[src/rtl/ram_cmd_master.sv]
// Initiator for the RAM controller command port. Requests are queued in a small FIFO and
// issued one at a time. Each result is checked against the expected op_sign and returned.
module ram_cmd_master #(
  parameter int P_MEM_SIZE = 8,
  parameter int FIFO_DEPTH = 4,
  parameter int CNT_W      = 16
) (
  input  logic                  clk,
  input  logic                  rstN,
  input  logic                  req_valid,
  output logic                  req_ready,
  input  logic                  req_we,
  input  logic [1:0]            req_op,
  input  logic [31:0]           req_data,
  output logic                  rsp_valid,
  input  logic                  rsp_ready,
  output logic [31:0]           rsp_data,
  output logic [3:0]            rsp_sign,
  output logic                  rsp_err,
  output logic                  mem_en,
  output logic                  mem_we,
  output logic                  mem_re,
  output logic [1:0]            mem_op_code,
  output logic [P_MEM_SIZE-1:0] mem_addr,
  output logic [31:0]           mem_data_in,
  input  logic [31:0]           mem_data_out,
  input  logic [3:0]            mem_op_sign,
  output logic                  busy,
  output logic [CNT_W-1:0]      ok_cnt,
  output logic [CNT_W-1:0]      err_cnt
);

  localparam int PTR_W = $clog2(FIFO_DEPTH);
  localparam int ENT_W = 35;
  localparam logic [PTR_W:0]        DEPTH_C  = (PTR_W+1)'(FIFO_DEPTH);
  localparam logic [P_MEM_SIZE-1:0] ADDR_MID = P_MEM_SIZE'(P_MEM_SIZE / 2);
  localparam logic [P_MEM_SIZE-1:0] ADDR_END = P_MEM_SIZE'(P_MEM_SIZE - 1);

  typedef enum logic [1:0] {IDLE, ISSUE, WAIT, RESP} state_e;

  function automatic logic [P_MEM_SIZE-1:0] op_addr(input logic [1:0] op);
    case (op)
      2'd1:    return ADDR_MID;
      2'd2:    return ADDR_END;
      default: return '0;
    endcase
  endfunction

  function automatic logic [3:0] exp_sign(input logic we, input logic [1:0] op);
    return we ? ({2'b00, op} + 4'd1) : ({2'b00, op} + 4'd5);
  endfunction

  function automatic logic [CNT_W-1:0] sat_inc(input logic [CNT_W-1:0] v);
    return (&v) ? v : v + CNT_W'(1);
  endfunction

  // Request FIFO
  logic [ENT_W-1:0] fifo_mem [FIFO_DEPTH];
  logic [PTR_W-1:0] wr_ptr_q, rd_ptr_q;
  logic [PTR_W:0]   count_q, count_d;
  logic             req_ready_q;
  logic             push, pop;
  logic [ENT_W-1:0] head;
  state_e           state_q, state_d;

  assign push = req_valid && req_ready_q;
  assign pop  = (state_q == IDLE) && (count_q != '0);
  assign head = fifo_mem[rd_ptr_q];

  always_comb begin
    count_d = count_q;
    if (push && !pop) begin
      count_d = count_q + (PTR_W+1)'(1);
    end else if (!push && pop) begin
      count_d = count_q - (PTR_W+1)'(1);
    end
  end

  always_ff @(posedge clk) begin
    if (push) begin
      fifo_mem[wr_ptr_q] <= {req_we, req_op, req_data};
    end
  end

  // req_ready is registered from the post-edge occupancy, so a pop while full shows up one cycle later
  always_ff @(posedge clk or negedge rstN) begin
    if (!rstN) begin
      wr_ptr_q    <= '0;
      rd_ptr_q    <= '0;
      count_q     <= '0;
      req_ready_q <= 1'b0;
    end else begin
      if (push) wr_ptr_q <= wr_ptr_q + PTR_W'(1);
      if (pop)  rd_ptr_q <= rd_ptr_q + PTR_W'(1);
      count_q     <= count_d;
      req_ready_q <= (count_d != DEPTH_C);
    end
  end

  // Command FSM
  logic                  cmd_we_q, cmd_we_d;
  logic [1:0]            cmd_op_q, cmd_op_d;
  logic                  mem_en_q, mem_en_d;
  logic                  mem_we_q, mem_we_d;
  logic                  mem_re_q, mem_re_d;
  logic [1:0]            mem_op_q, mem_op_d;
  logic [P_MEM_SIZE-1:0] mem_addr_q, mem_addr_d;
  logic [31:0]           mem_din_q, mem_din_d;
  logic                  rsp_valid_q, rsp_valid_d;
  logic [31:0]           rsp_data_q, rsp_data_d;
  logic [3:0]            rsp_sign_q, rsp_sign_d;
  logic                  rsp_err_q, rsp_err_d;
  logic [CNT_W-1:0]      ok_cnt_q, ok_cnt_d;
  logic [CNT_W-1:0]      err_cnt_q, err_cnt_d;

  always_comb begin
    state_d     = state_q;
    cmd_we_d    = cmd_we_q;
    cmd_op_d    = cmd_op_q;
    mem_en_d    = mem_en_q;
    mem_we_d    = mem_we_q;
    mem_re_d    = mem_re_q;
    mem_op_d    = mem_op_q;
    mem_addr_d  = mem_addr_q;
    mem_din_d   = mem_din_q;
    rsp_valid_d = rsp_valid_q;
    rsp_data_d  = rsp_data_q;
    rsp_sign_d  = rsp_sign_q;
    rsp_err_d   = rsp_err_q;
    ok_cnt_d    = ok_cnt_q;
    err_cnt_d   = err_cnt_q;
    case (state_q)
      IDLE: begin
        if (pop) begin
          cmd_we_d   = head[34];
          cmd_op_d   = head[33:32];
          mem_en_d   = 1'b1;
          mem_we_d   = head[34];
          mem_re_d   = !head[34];
          mem_op_d   = head[33:32];
          mem_addr_d = op_addr(head[33:32]);
          mem_din_d  = head[34] ? head[31:0] : 32'h0;
          state_d    = ISSUE;
        end
      end
      ISSUE: begin
        mem_en_d   = 1'b0;
        mem_we_d   = 1'b0;
        mem_re_d   = 1'b0;
        mem_op_d   = 2'd0;
        mem_addr_d = '0;
        mem_din_d  = 32'h0;
        state_d    = WAIT;
      end
      WAIT: begin
        rsp_sign_d  = mem_op_sign;
        rsp_err_d   = (mem_op_sign != exp_sign(cmd_we_q, cmd_op_q));
        rsp_data_d  = (!cmd_we_q && (cmd_op_q != 2'd3)) ? mem_data_out : 32'h0;
        rsp_valid_d = 1'b1;
        state_d     = RESP;
      end
      RESP: begin
        if (rsp_ready) begin
          rsp_valid_d = 1'b0;
          state_d     = IDLE;
          if (rsp_err_q) err_cnt_d = sat_inc(err_cnt_q);
          else           ok_cnt_d  = sat_inc(ok_cnt_q);
        end
      end
      default: state_d = IDLE;
    endcase
  end

  always_ff @(posedge clk) begin
    cmd_we_q <= cmd_we_d;
    cmd_op_q <= cmd_op_d;
  end

  always_ff @(posedge clk or negedge rstN) begin
    if (!rstN) begin
      state_q     <= IDLE;
      mem_en_q    <= 1'b0;
      mem_we_q    <= 1'b0;
      mem_re_q    <= 1'b0;
      mem_op_q    <= 2'd0;
      mem_addr_q  <= '0;
      mem_din_q   <= 32'h0;
      rsp_valid_q <= 1'b0;
      rsp_data_q  <= 32'h0;
      rsp_sign_q  <= 4'h0;
      rsp_err_q   <= 1'b0;
      ok_cnt_q    <= '0;
      err_cnt_q   <= '0;
    end else begin
      state_q     <= state_d;
      mem_en_q    <= mem_en_d;
      mem_we_q    <= mem_we_d;
      mem_re_q    <= mem_re_d;
      mem_op_q    <= mem_op_d;
      mem_addr_q  <= mem_addr_d;
      mem_din_q   <= mem_din_d;
      rsp_valid_q <= rsp_valid_d;
      rsp_data_q  <= rsp_data_d;
      rsp_sign_q  <= rsp_sign_d;
      rsp_err_q   <= rsp_err_d;
      ok_cnt_q    <= ok_cnt_d;
      err_cnt_q   <= err_cnt_d;
    end
  end

  assign req_ready   = req_ready_q;
  assign rsp_valid   = rsp_valid_q;
  assign rsp_data    = rsp_data_q;
  assign rsp_sign    = rsp_sign_q;
  assign rsp_err     = rsp_err_q;
  assign mem_en      = mem_en_q;
  assign mem_we      = mem_we_q;
  assign mem_re      = mem_re_q;
  assign mem_op_code = mem_op_q;
  assign mem_addr    = mem_addr_q;
  assign mem_data_in = mem_din_q;
  assign busy        = (state_q != IDLE) || (count_q != '0);
  assign ok_cnt      = ok_cnt_q;
  assign err_cnt     = err_cnt_q;

endmodule

[config.mk]
export PLATFORM = sky130hd
export DESIGN_NAME = ram_cmd_master
export DESIGN_NICKNAME = d
export VERILOG_FILES = /design/src/rtl/ram_cmd_master.sv
export SDC_FILE = /design/constraint.sdc
export NUM_CORES = 1
export LEC_CHECK = 0
export ABC_CLOCK_PERIOD_IN_PS = 2200
export CORE_ASPECT_RATIO = 0.6
export CORE_UTILIZATION = 48
export CTS_BUF_LIST = sky130_fd_sc_hd__clkbuf_8
export DETAILED_ROUTE_END_ITERATION = 10
export GPL_ROUTABILITY_DRIVEN = 0
export GPL_TIMING_DRIVEN = 0
export PLACE_DENSITY = 0.78
export SYNTH_ARGS = -nofsm -noshare
export SYNTH_HDL_FRONTEND = slang
export SYNTH_SLANG_ARGS = --single-unit
[constraint.sdc]
create_clock -name clk -period 2.2 [get_ports clk]
set_input_delay 0.44 -clock clk [delete_from_list [all_inputs] [get_ports clk]]
set_output_delay 0.44 -clock clk [all_outputs]
set_load 0.01 [all_outputs]
# After elaboration in Yosys (flattened, before gate mapping)
# Memory sizes are Yosys's and may differ from the RTL's.
# Index checks and enable logic that the tools add are counted.
[word_totals]
regBits = 128
mem_bits_rw = 140
out_inout_bits = 117
word_cells = 89
n_memories = 1
[mem_list]
columns = ["memory", "depth", "width", "rd", "rd_clocked_by_memory_dff", "write_ports", "line_no", "text"]
rows = [
  ["fifo_mem", 4, 35, 1, 0, 1, "58", "logic [ENT_W-1:0] fifo_mem [FIFO_DEPTH];"],
]
[op_classes]
add_sub_neg = 8
eq_ne = 10
muxes = 25
n_bitwise = 3
n_reduce_logical = 23
[op_table]
columns = ["op", "count"]
rows = [
  ["$mux 32", 3],
  ["$pmux 32 s2", 1],
  ["$add 16x1->16 const B", 2],
  ["$reduce_and 16->1", 2],
  ["$pmux 8 s2", 1],
  ["$mux 8", 1],
  ["$pmux 1 s2", 4],
  ["$pmux 2 s4", 1],
  ["$reduce_and 2->1", 4],
  ["$reduce_and 4->1", 2],
  ["$eq 2x2->1 const B", 3],
  ["$mux 1", 6],
  ["$mux 2", 3],
  ["$mux 3", 2],
  ["$ne 2x2->1 const B", 3],
  ["$pmux 3 s2", 1],
  ["$reduce_bool 2->1", 3],
  ["$logic_and 1x1->1", 5],
  ["$add 2x1->2 const B", 2],
  ["$add 2x3->4 const B", 1],
  ["$eq 2x1->1 const B", 2],
  ["$logic_not 1->1", 4],
  ["$mux 4", 1],
  ["$ne 4x4->1", 1],
  ["other kinds (9)", 11],
]

# Longest topological paths before layout
# Gate-level depths: netlist (run 1).
[logic_depth]
ltp_word = 6
ltp_mapped = 9

# Worst setup path after synthesis (run 1)
# Ideal clock, no wire load.
[synth_path]
path_type = "reg-to-reg"
from = "reg wr_ptr_q[0]"
to = "mem fifo_mem[2][0] (enable)"
setup_time_ns = 0.396
arrival_time_ns = 1.517
required_time_ns = 1.804
setup_slack_ns = 0.287
path_stages_with_launch = 4
n_path_buf = 0
period_less_slack_ns = 1.913
cell_sequence = "dfrtp_1 -> inv_1 -> ha_1 -> and3_1"
[synth_rtl]
columns = ["element", "line_no", "text"]
rows = [
  ["start, declared", "59", "logic [PTR_W-1:0] wr_ptr_q, rd_ptr_q;"],
  ["start signal, assigned", "93", "if (push) wr_ptr_q <= wr_ptr_q + PTR_W'(1);"],
  ["end, declared", "58", ""],
]
# No word-level cell before the write port.

# Worst setup path in the final report (run 1)
[layout_path]
from = "reg state_q[0]"
to = "out busy"
[layout_via]
elab_chain_cells = 2
[layout_lines]
columns = ["element", "line_no", "text"]
rows = [
  ["start, declared", "64", "state_e state_q, state_d;"],
  ["start signal, assigned", "195", "state_q <= state_d;"],
  ["$reduce_bool 2->1", "222", "assign busy = (state_q != IDLE) || (count_q != '0);"],
  ["$logic_or 1x1->1", "222", ""],
  ["end, declared", "28", "output logic busy,"],
]
# No other way between the ends.

==> results.md, run 1 <==
- Status: complete, no violations
- Root Buffer: clkbuf_8
- Area delta synth->final: 30.0%
- Critical path class: flip-flop to output port
- Max-cap violation count: 0
- Layout cells sized above 1: 13.8%
- Final Instance Area: 13400 um^2
- Cell Area, Synth: 10300 um^2
- Peak supply drop: 0.000584 V
- Die area: 22100 um^2
- Final worst path period need: 2.08 ns
- Router iterations before antenna repair: 5
- Clock Skews: 0.0200 ns
- Flop pwr share: 43.0%
- Vias in the first global route: 6063
- Sink Count: 262
- Post-synthesis cell type count: 48
- Post-Syn Instances: 643
- Post-Synth XOR/XNOR Area: 2.97%
- Num CTS Buffers: 39
- Simple-gate portion of the synthesized area: 5.87%
- Crit path max fanout: 6
- Initial antenna violation count: 0
- DRT Wirelength: 21.9 mm
- Port Buffers: 186
- Setup crit end kind: output port
- First-pass GRT wire length: 34.1 mm
- Core Box Area: 21000 um^2
- Number of buffers added for setup after CTS: 0
- Actual slew at the worst max-slew pin: 0.660 ns
- Routed vias/inst: 5.18
- Pin count of the biggest net entering global routing: 72
- CP startpoint kind: flip-flop
- CTS tree: yes
- Top-Level Pins: 192
- Clk buf depth: 3
- Post-synth EDFFs: 143
- Yosys Warn Count: 0
- Worst Hold Class: input pin to asynchronous set/reset pin
- Routed Antenna Nets: 0
- Final Hold Viols: 0
- Final setup fails: 0
- Post-synthesis compound-gate area fraction: 6.29%
- Mux cell area share after synthesis: 8.62%
- Hold_ws: 0.457 ns
- Post-synth ARST share: 45.4%
- Worst skew pair latency: 0.52 ns
- Dpl cell area: 12700 um^2
- Horiz. Die Dim: 191 um
- Clk pwr share: 22.8%
- Placed insts: 1117
- Syn Area/Cell: 16.0 um^2
- Ant diodes: 0
- Finished Layout Cells: 1188
- Main combinational cell family by area after synthesis: multiplexers
- DRC viols: 0
- #FFs+latches synth: 262
- GRT Util Overall: 20.2%
- DRT iter0 DRCs: 369
- H-tree depth: 2
- Clock edge transition at the registers on the reported setup and hold paths: 0.06 ns
- Total power: 16.3 mW
- Switching Fraction: 31.8%
- DR vias: 6148
- Top FF cell, synth: edfxtp_1
- RSZ-0062 raised after global routing: false
- Detail Placement HPWL: 14.8 mm
- Row count: 41
- Period utilisation layout: 94.5%
- Initial core utilization: 49.1%
- Net Switching: 5.16 mW
- WL per Instance: 18.4 um
- Reg2Reg Depth: 4
- Leak: 5.24 nW
- Final Net Count: 973
- CP required: 1.76 ns
- Seq/Total Area, Yosys: 70.5%
- P_int: 11.1 mW
- Maximum operating frequency: 481 MHz
- Worst rel slew slack: 56.0%
- Remaining Overflow, GRT: 0
- Synth Area in Adders: 2.18%
- Combinational Power Share: 34.1%
- Die Span Y: 116 um
- PD cells: 1210 nW/um^2
- Fill cell count: 1571
- Worst Path Arrival: 1.64 ns
- Fin. max-slew vios: 0
cell type report:
cell class	count	area [um^2]	share of cell area, %
plain buffers	33	190	1.42
clock buffers	43	592	4.41
clock inverters	27	141	1.05
inverters	47	176	1.32
multi-input cells	305	2720	20.2
flip-flops and latches	262	7270	54.2
well taps	279	349	2.60
repair buffers	192	1980	14.8
routing by layer:
metal	track usage [%]	wire [um]
met1	31.8	10700
met2	28.3	9600
met3	4.51	1230
met4	4.97	359
met5	0	0
worst max-delay path: stages, from the launching register on:
cell	delay, ns
dfrtp_1	0.40
inv_2	0.12
ha_4	0.17
nand3b_1	0.12
dlygate4sd2_1	0.32
cell families after synthesis:
family                   after synthesis
flip-flops                           262
multiplexers                          44
AO/OA/AOI/OAI                         91
adder cells (fa/ha/maj)               18
AND/OR/NAND/NOR                      112
XOR/XNOR                              35
other                                  1
buffers and inverters                 80
path summary, 6_finish.rpt:
kind,from,end,slack [ns]
hold / removal,rstN,rsp_data[19],0.46
max in group asynchronous,rstN,mem_data_in[13],0.98
setup reg to reg,rd_ptr_q[1],mem_data_in[28],0.16
min in group clk,rsp_sign[3],rsp_sign[3],0.49
setup / recovery,state_q[0],busy,0.12
hold reg to reg,rsp_sign[3],rsp_sign[3],0.49
cells in the mapped netlist, types with 2 or more instances:
master | count | share of area (%)
o31a_1 | 2 | 0.17
nand3_1 | 43 | 2.1
and3_1 | 8 | 0.49
o21ai_0 | 29 | 1.4
xor2_1 | 12 | 1.0
o31ai_1 | 3 | 0.22
nor2_1 | 12 | 0.44
inv_1 | 46 | 1.7
mux4_2 | 35 | 7.6
clkbuf_1 | 16 | 0.58
dfrtp_1 | 119 | 29
buf_4 | 6 | 0.44
a21o_1 | 2 | 0.15
buf_1 | 2 | 0.073
mux2_2 | 4 | 0.44
a22o_1 | 35 | 3.0
nor3_1 | 4 | 0.19
buf_6 | 5 | 0.55
nand2b_1 | 2 | 0.12
buf_2 | 4 | 0.19
nand4_1 | 11 | 0.67
o21ai_1 | 6 | 0.29
edfxtp_1 | 143 | 42
a21oi_1 | 6 | 0.29
mux2_1 | 5 | 0.55
xnor2_1 | 23 | 2.0
o211ai_1 | 3 | 0.22
ha_1 | 18 | 2.2
nand2_1 | 20 | 0.73
layout by cell type (no fill, tap or decap), types with 2 or more instances in the layout:
master,synthesis,final
clkbuf_8,0,43
clkbuf_1,16,15
nand3_1,43,43
a21o_1,2,2
o31ai_1,3,3
nor3_1,4,4
o211ai_1,3,3
nand2b_1,2,2
clkdlybuf4s50_1,0,184
a21oi_1,6,6
and3_2,0,4
edfxtp_1,143,143
xnor2_1,23,23
buf_12,0,4
mux4_2,35,35
inv_2,1,3
mux2_1,5,5
xor2_1,12,12
clkinv_1,0,3
and3_1,8,4
o21ai_1,6,6
nor2_1,12,11
nand4_1,11,11
buf_6,5,6
o21ai_0,29,29
nand2_1,20,20
buf_1,2,2
ha_1,18,17
a22o_1,35,35
buf_4,6,6
dfrtp_1,119,119
o31a_1,2,2
clkinvlp_4,0,3
clkinv_2,0,2
buf_2,4,4
conb_1,1,5
mux2_2,4,4
inv_1,46,62
stage by stage:
step           TNS (ns)  util (%)  setup slack [ns]
3_5_place_dp      -1.12      60.2            -0.118
5_1_grt               0      63.8           0.00856
2_1_floorplan         0         -             0.287
3_3_place_gp    -604.08      59.6             -4.16
6_report              0      63.8             0.120
4_1_cts               0      63.8            0.0304
state kept, by name (all words and copies together), names as in the netlist:
signal	count
fifo_mem	140
mem_data_in	32
rsp_data	32
err_cnt	16
ok_cnt	16
rsp_sign	4
count_q	3
cmd_op_q	2
mem_addr	2
mem_op_code	2
rd_ptr_q	2
state_q	2
wr_ptr_q	2
cmd_we_q	1
mem_en	1
mem_re	1
mem_we	1
req_ready	1
rsp_err	1
rsp_valid	1
power groups by stage:
stage | Combinational, mW | Sequential [mW] | Clock [mW]
after CTS | 5.64 | 7.00 | 3.83
after global routing | 6.05 | 7.11 | 4.07
after detailed placement | 5.60 | 7.08 | 0
final | 5.55 | 6.99 | 3.71
after floorplan | 2.94 | 7.21 | 0
after global placement | 5.39 | 7.08 | 0
repair_timing:
item                                    CTS  global route
hold buffers                              1             0
pin swaps                                 0             0
endpoints found under the setup margin   11            28
gates resized for setup                   4             3
hold endpoints to repair                 48             0
No activity file was read; power rests on OpenSTA's default activity.
==> inputs of run 2 (changes only) <==
--- a/config.mk
+++ b/config.mk
@@ -13,6 +13,7 @@
 export GPL_ROUTABILITY_DRIVEN = 0
 export GPL_TIMING_DRIVEN = 0
 export PLACE_DENSITY = 0.78
+export SLEW_MARGIN = 20
 export SYNTH_ARGS = -nofsm -noshare
 export SYNTH_HDL_FRONTEND = slang
 export SYNTH_SLANG_ARGS = --single-unit
==> results.md, run 2 (synthesis results as in run 1) <==
- Clk buf depth: 3 (unchanged)
- Remaining Overflow, GRT: 0 (unchanged)
- Final worst path period need: 2.09 ns (+0.00566 ns)
- Layout cells sized above 1: 13.8% (+0.095 points)
- Row count: 41 (unchanged)
- Worst Hold Class: input pin to asynchronous set/reset pin
- Die Span Y: 116 um (unchanged)
- Final setup margin: 0.115 ns (-0.00566 ns)
- PD cells: 1210 nW/um^2 (about the same)
- Status: complete, no violations
- Critical R2R Launch: rd_ptr_q[1]
- Maximum operating frequency: 480 MHz (-0.27%)
- Reg2Reg Depth: 4 (unchanged)
- WL per Instance: 18.4 um (about the same)
- Most flop-heavy register: fifo_mem
- Dpl cell area: 12700 um^2 (+0.18%)
- Final Net Count: 973 (unchanged)
- Initial core utilization: 49.1% (unchanged)
- DR vias: 6186 (+0.62%)
- Placement Setup Slack: -0.0975 ns (+0.0201 ns)
- Worst Path Arrival: 1.65 ns (about the same)
- Fill cell count: 1533 (-2.4%)
- R2r endpoint: mem_data_in[18]
- Period utilisation layout: 94.8% (+0.26 points)
- Area delta synth->final: 30.1% (about the same)
- Net Switching: 5.22 mW (+0.99%)
- WL met2: 9.50 mm (-0.99%)
- Worst skew pair latency: 0.53 ns (about the same)
- Met3 routed WL: 1.14 mm (-7.2%)
- Placed insts: 1117 (unchanged)
- Horiz. Die Dim: 191 um (unchanged)
- Max-cap violation count: 0 (unchanged)
- DRT Wirelength: 21.9 mm (+0.12%)
- Num CTS Buffers: 39 (unchanged)
- Flop pwr share: 43.0% (about the same)
- Ant diodes: 0 (unchanged)
- Routed length on met1: 10.9 mm (+2.1%)
- P_int: 11.1 mW (-0.30%)
- Final Hold Viols: 0 (unchanged)
- Die area: 22100 um^2 (unchanged)
- Worst rel slew slack: 54.6% (-1.5 points)
- GRT Util Overall: 20.1% (-0.030 points)
- CP required: 1.76 ns (about the same)
- Sink Count: 262 (unchanged)
- RSZ-0062 raised after global routing: false
- Setup crit end kind: output port
- Initial antenna violation count: 0 (unchanged)
- Core Box Area: 21000 um^2 (unchanged)
- Final Instance Area: 13400 um^2 (about the same)
- Actual slew at the worst max-slew pin: 0.682 ns (+0.0221 ns)
- Peak supply drop: 0.000620 V (+6.2%)
- Clock Skews: 0.0228 ns (+0.00279 ns)
- Top routing layer used: met4
- Highest-count cells in the layout ignoring fill and taps: 184 x clkdlybuf4s50_1, 143 x edfxtp_1, 119 x dfrtp_1, 62 x inv_1, 43 x nand3_1
- Critical path class: flip-flop to output port
- DRT iter0 DRCs: 368 (-0.27%)
- Clk pwr share: 22.6% (-0.2 points)
- Leak: 5.25 nW (about the same)
- First-pass GRT wire length: 33.8 mm (-0.75%)
- Total power: 16.3 mW (+0.11%)
- Crit path max fanout: 3 (-3)
- Vias in the first global route: 6078 (+0.25%)
- Routed vias/inst: 5.20 (+0.53%)
- Routed Antenna Nets: 0 (unchanged)
- Top-Level Pins: 192 (unchanged)
- Root Buffer: clkbuf_8
- Pin count of the biggest net entering global routing: 72 (unchanged)
- Fin. max-slew vios: 0 (unchanged)
- CP startpoint kind: flip-flop
- DRC viols: 0 (unchanged)
- Router iterations before antenna repair: 4 (-1)
- Combinational Power Share: 34.4% (+0.3 points)
- Commonest non-fill, non-tap cell in the layout: clkdlybuf4s50_1
- Number of buffers added for setup after CTS: 0 (unchanged)
- Reg-to-reg slack, setup: 0.13 ns (-0.03 ns)
- Clock edge transition at the registers on the reported setup and hold paths: 0.07 ns (about the same)
- Finished Layout Cells: 1189 (+0.084%)
- Detail Placement HPWL: 15.0 mm (+1.3%)
- Switching Fraction: 32.1% (+0.28 points)
- Final setup fails: 0 (unchanged)
- Port Buffers: 186 (unchanged)
- CTS tree: yes
- H-tree depth: 2 (unchanged)
- Max FFs per register: 140 (unchanged)
[run 2: power by group through the flow]
stage | registers [mW] | clock network (mW) | logic, mW
final | 7.00 | 3.68 | 5.59
after global routing | 7.11 | 4.02 | 6.07
after CTS | 6.99 | 3.78 | 5.68
after detailed placement | 7.07 | 0 | 5.63
after global placement | 7.08 | 0 | 5.39
after floorplan | 7.21 | 0 | 2.94
[run 2: cell type report]
cell class,count,area (um^2),area share (%)
clock buffer,41,564,4.20
sequential,262,7270,54.2
buffer,33,191,1.43
clock inverter,30,158,1.17
tap,279,349,2.60
multi-input combinational,305,2720,20.2
timing repair buffer,192,2000,14.9
inverter,47,176,1.31
[run 2: what timing repair did]
item | CTS | global route
setup endpoints to repair | 11 | 28
hold buffers | 1 | 0
pin swaps | 0 | 0
hold endpoints to repair | 48 | 0
gates resized for setup | 4 | 5
[run 2: metrics by stage]
stage / setup TNS [ns] / hold WS, ns / utilization [%]
floorplan: 0 / 0.144 / -
global placement: -604.08 / 0.464 / 59.6
detailed placement: -3.13 / 0.424 / 60.3
CTS: 0 / 0.411 / 63.8
global route: 0 / 0.466 / 63.8
finish: 0 / 0.421 / 63.8
[run 2: layer usage]
layer,vias up,track usage [%]
li1,2870,-
met1,3106,31.7
met2,174,28.0
met3,36,4.36
met4,0,5.93
met5,-,0
[run 2: how the worst max path moves through the flow]
stage,start,to,slack (ns),cells after the start
4_1_cts,state_q[0],busy,0.03,4
2_1_floorplan,wr_ptr_q[0],fifo_mem[2][0],0.29,3
6_report,count_q[0],busy,0.11,4
3_5_place_dp,state_q[0],mem_re,-0.1,8
5_1_grt,rd_ptr_q[1],mem_data_in[9],0.009,4
3_3_place_gp,rstN,mem_data_in[5],-4.16,1
[run 2: worst max-delay path: stages (launching register included)]
cell,delay (ns)
dfrtp_1,0.38
inv_1,0.12
ha_1,0.18
nand3b_1,0.12
dlygate4sd2_1,0.32
==> inputs of run 3 (changes only) <==
--- a/config.mk
+++ b/config.mk
@@ -7,12 +7,13 @@
 export LEC_CHECK = 0
 export ABC_CLOCK_PERIOD_IN_PS = 2200
 export CORE_ASPECT_RATIO = 0.6
+export CORE_MARGIN = 2
 export CORE_UTILIZATION = 48
 export CTS_BUF_LIST = sky130_fd_sc_hd__clkbuf_8
 export DETAILED_ROUTE_END_ITERATION = 10
 export GPL_ROUTABILITY_DRIVEN = 0
 export GPL_TIMING_DRIVEN = 0
-export PLACE_DENSITY = 0.78
+export PLACE_DENSITY = 0.74
 export SLEW_MARGIN = 20
 export SYNTH_ARGS = -nofsm -noshare
 export SYNTH_HDL_FRONTEND = slang
==> results.md, run 3 (synthesis results as in run 1) <==
- Combinational Power Share: 33.9% (-0.5 points)
- Die area: 22700 um^2 (+2.8%)
- GRT Util Overall: 20.3% (+0.13 points)
- Router iterations before antenna repair: 4 (unchanged)
- Commonest non-fill, non-tap cell in the layout: clkdlybuf4s50_1
- Clock edge transition at the registers on the reported setup and hold paths: 0.06 ns (about the same)
- Highest-count cells in the layout ignoring fill and taps: 184 x clkdlybuf4s50_1, 143 x edfxtp_1, 119 x dfrtp_1, 56 x inv_1, 48 x clkbuf_8
- Period utilisation layout: 95.9% (+1.1 points)
- Final TNS setup: 0 ns (unchanged)
- Top-Level Pins: 192 (unchanged)
- Port Buffers: 186 (unchanged)
- RSZ-0062 raised after global routing: false
- Worst Path Arrival: 1.67 ns (+0.02 ns)
- Routed vias/inst: 5.22 (+0.38%)
- Leak: 5.28 nW (+0.61%)
- Area delta synth->final: 30.7%
- Worst Hold Class: input pin to asynchronous set/reset pin
- Final setup fails: 0 (unchanged)
- DR vias: 6220 (+0.55%)
- Most flop-heavy register: fifo_mem
- Pin count of the biggest net entering global routing: 81 (+13%)
- Layout cells sized above 1: 15.0% (+1.2 points)
- Horiz. Die Dim: 193 um (+1.0%)
- WL per Instance: 19.0 um (+3.3%)
- Sink Count: 262 (unchanged)
- Vias in the first global route: 6425 (+5.7%)
- Net Switching: 5.28 mW (+1.2%)
- P_int: 11.2 mW (+1.2%)
- Num CTS Buffers: 40 (+2.6%)
- Reg-to-reg slack, setup: 0.10 ns (-0.03 ns)
- Routed length on met1: 10.9 mm (-0.50%)
- DRT iter0 DRCs: 344 (-6.5%)
- Setup crit end kind: output port
- Peak supply drop: 0.000662 V (+6.8%)
- CTS tree: yes
- Top routing layer used: met4
- Clock Skews: 0.0204 ns (-0.00240 ns)
- Initial core utilization: 49.1% (unchanged)
- Initial antenna violation count: 0 (unchanged)
- PD cells: 1220 nW/um^2 (+0.80%)
- Met3 routed WL: 1.35 mm (+19%)
- R2r endpoint: mem_data_in[27]
- Final Net Count: 974 (+0.10%)
- Util after Layout: 64.1% (+0.27 points)
- H-tree depth: 2 (unchanged)
- Fin. max-slew vios: 0 (unchanged)
- First-pass GRT wire length: 36.5 mm (+7.8%)
- Routed Antenna Nets: 0 (unchanged)
- Root Buffer: clkbuf_8
- Critical R2R Launch: rd_ptr_q[1]
- Row count: 41 (unchanged)
- Switching Fraction: 32.1% (about the same)
- WL met2: 10.2 mm (+7.0%)
- Flop pwr share: 42.5% (-0.5 points)
- Final worst path period need: 2.11 ns (+0.0245 ns)
- Detail Placement HPWL: 15.3 mm (+2.0%)
- Number of buffers added for setup after CTS: 0 (unchanged)
- Worst skew pair latency: 0.53 ns (about the same)
- Ant diodes: 0 (unchanged)
- Actual slew at the worst max-slew pin: 0.681 ns (-0.000482 ns)
- Maximum operating frequency: 474 MHz (-1.2%)
- Critical path class: flip-flop to output port
- Core Box Area: 21000 um^2 (unchanged)
- Fill cell count: 1583 (+3.3%)
- CP startpoint kind: flip-flop
- Worst rel slew slack: 54.6% (about the same)
- Remaining Overflow, GRT: 0 (unchanged)
- CP required: 1.76 ns (about the same)
- Final Hold Viols: 0 (unchanged)
- Clk pwr share: 23.6% (+1.0 points)
- Crit path max fanout: 6 (+3)
- Status: complete, no violations
- Max FFs per register: 140 (unchanged)
- DRC viols: 0 (unchanged)
- Max-cap violation count: 0 (unchanged)
- Reg2Reg Depth: 4 (unchanged)
- Die Span Y: 118 um (+1.7%)
- DRT Wirelength: 22.7 mm (+3.5%)
- Clk buf depth: 3 (unchanged)
-- run 3: changes by cell type in the layout (fill, tap and decap cells not counted), moves of 2 or more --
cell | previous run | this run
clkinv_2 | 3 | 8
clkinvlp_4 | 4 | 0
clkinv_1 | 4 | 2
inv_1 | 62 | 56
inv_6 | 0 | 3
clkbuf_8 | 41 | 48
-- run 3: final cells by class --
cell class	count	area [um^2]	share of cell area [%]
multi-input cells	305	2720	20.2
clock inverters	25	119	0.882
repair buffers	192	2000	14.8
plain buffers	33	191	1.42
clock buffers	48	661	4.90
flip-flops and latches	262	7270	53.9
well taps	279	349	2.59
inverters	47	176	1.31
-- run 3: metrics by stage --
stage	cells	total power, mW	area [um^2]	setup slack [ns]	hold slack [ns]
2_1_floorplan	647	10.2	10300	0.287	0.144
6_report	1191	16.5	13500	0.0903	0.396
3_3_place_gp	1112	12.5	12500	-4.26	0.461
4_1_cts	1191	16.7	13500	0.0295	0.382
3_5_place_dp	1117	12.7	12700	-0.160	0.350
5_1_grt	1191	17.5	13500	0.00354	0.398
-- run 3: worst max-delay path by stage --
stage	startpoint	to	slack [ns]	cells after the start
after floorplan	wr_ptr_q[0]	fifo_mem[2][0]	0.29	3
after global placement	rstN	err_cnt[6]	-4.26	1
after detailed placement	state_q[0]	mem_re	-0.16	8
after CTS	state_q[1]	busy	0.03	4
after global routing	count_q[0]	busy	0.004	4
final	state_q[0]	busy	0.09	4
-- run 3: critical path: stages (launching register included) --
cell	delay, ns
dfrtp_1	0.41
inv_2	0.12
ha_4	0.17
nand3b_1	0.12
dlygate4sd2_1	0.32
-- run 3: power by group through the flow --
| stage | clock (mW) | sequential (mW) | combinational (mW) |
|---|---|---|---|
| global route | 4.23 | 7.12 | 6.10 |
| CTS | 4.00 | 7.00 | 5.67 |
| finish | 3.89 | 7.00 | 5.58 |
| detailed placement | 0 | 7.07 | 5.63 |
| global placement | 0 | 7.08 | 5.40 |
| floorplan | 0 | 7.21 | 2.94 |
-- run 3: layer usage --
layer,up-vias,GRT usage (%)
met2,163,29.9
met1,3147,30.7
met4,0,4.44
met3,31,4.93
li1,2879,-
met5,-,0
-- run 3: what timing repair did --
action | in CTS | in global routing
hold buffers | 1 | 0
endpoints found under the setup margin | 11 | 14
resized for setup | 5 | 5
hold endpoints to repair | 39 | 0
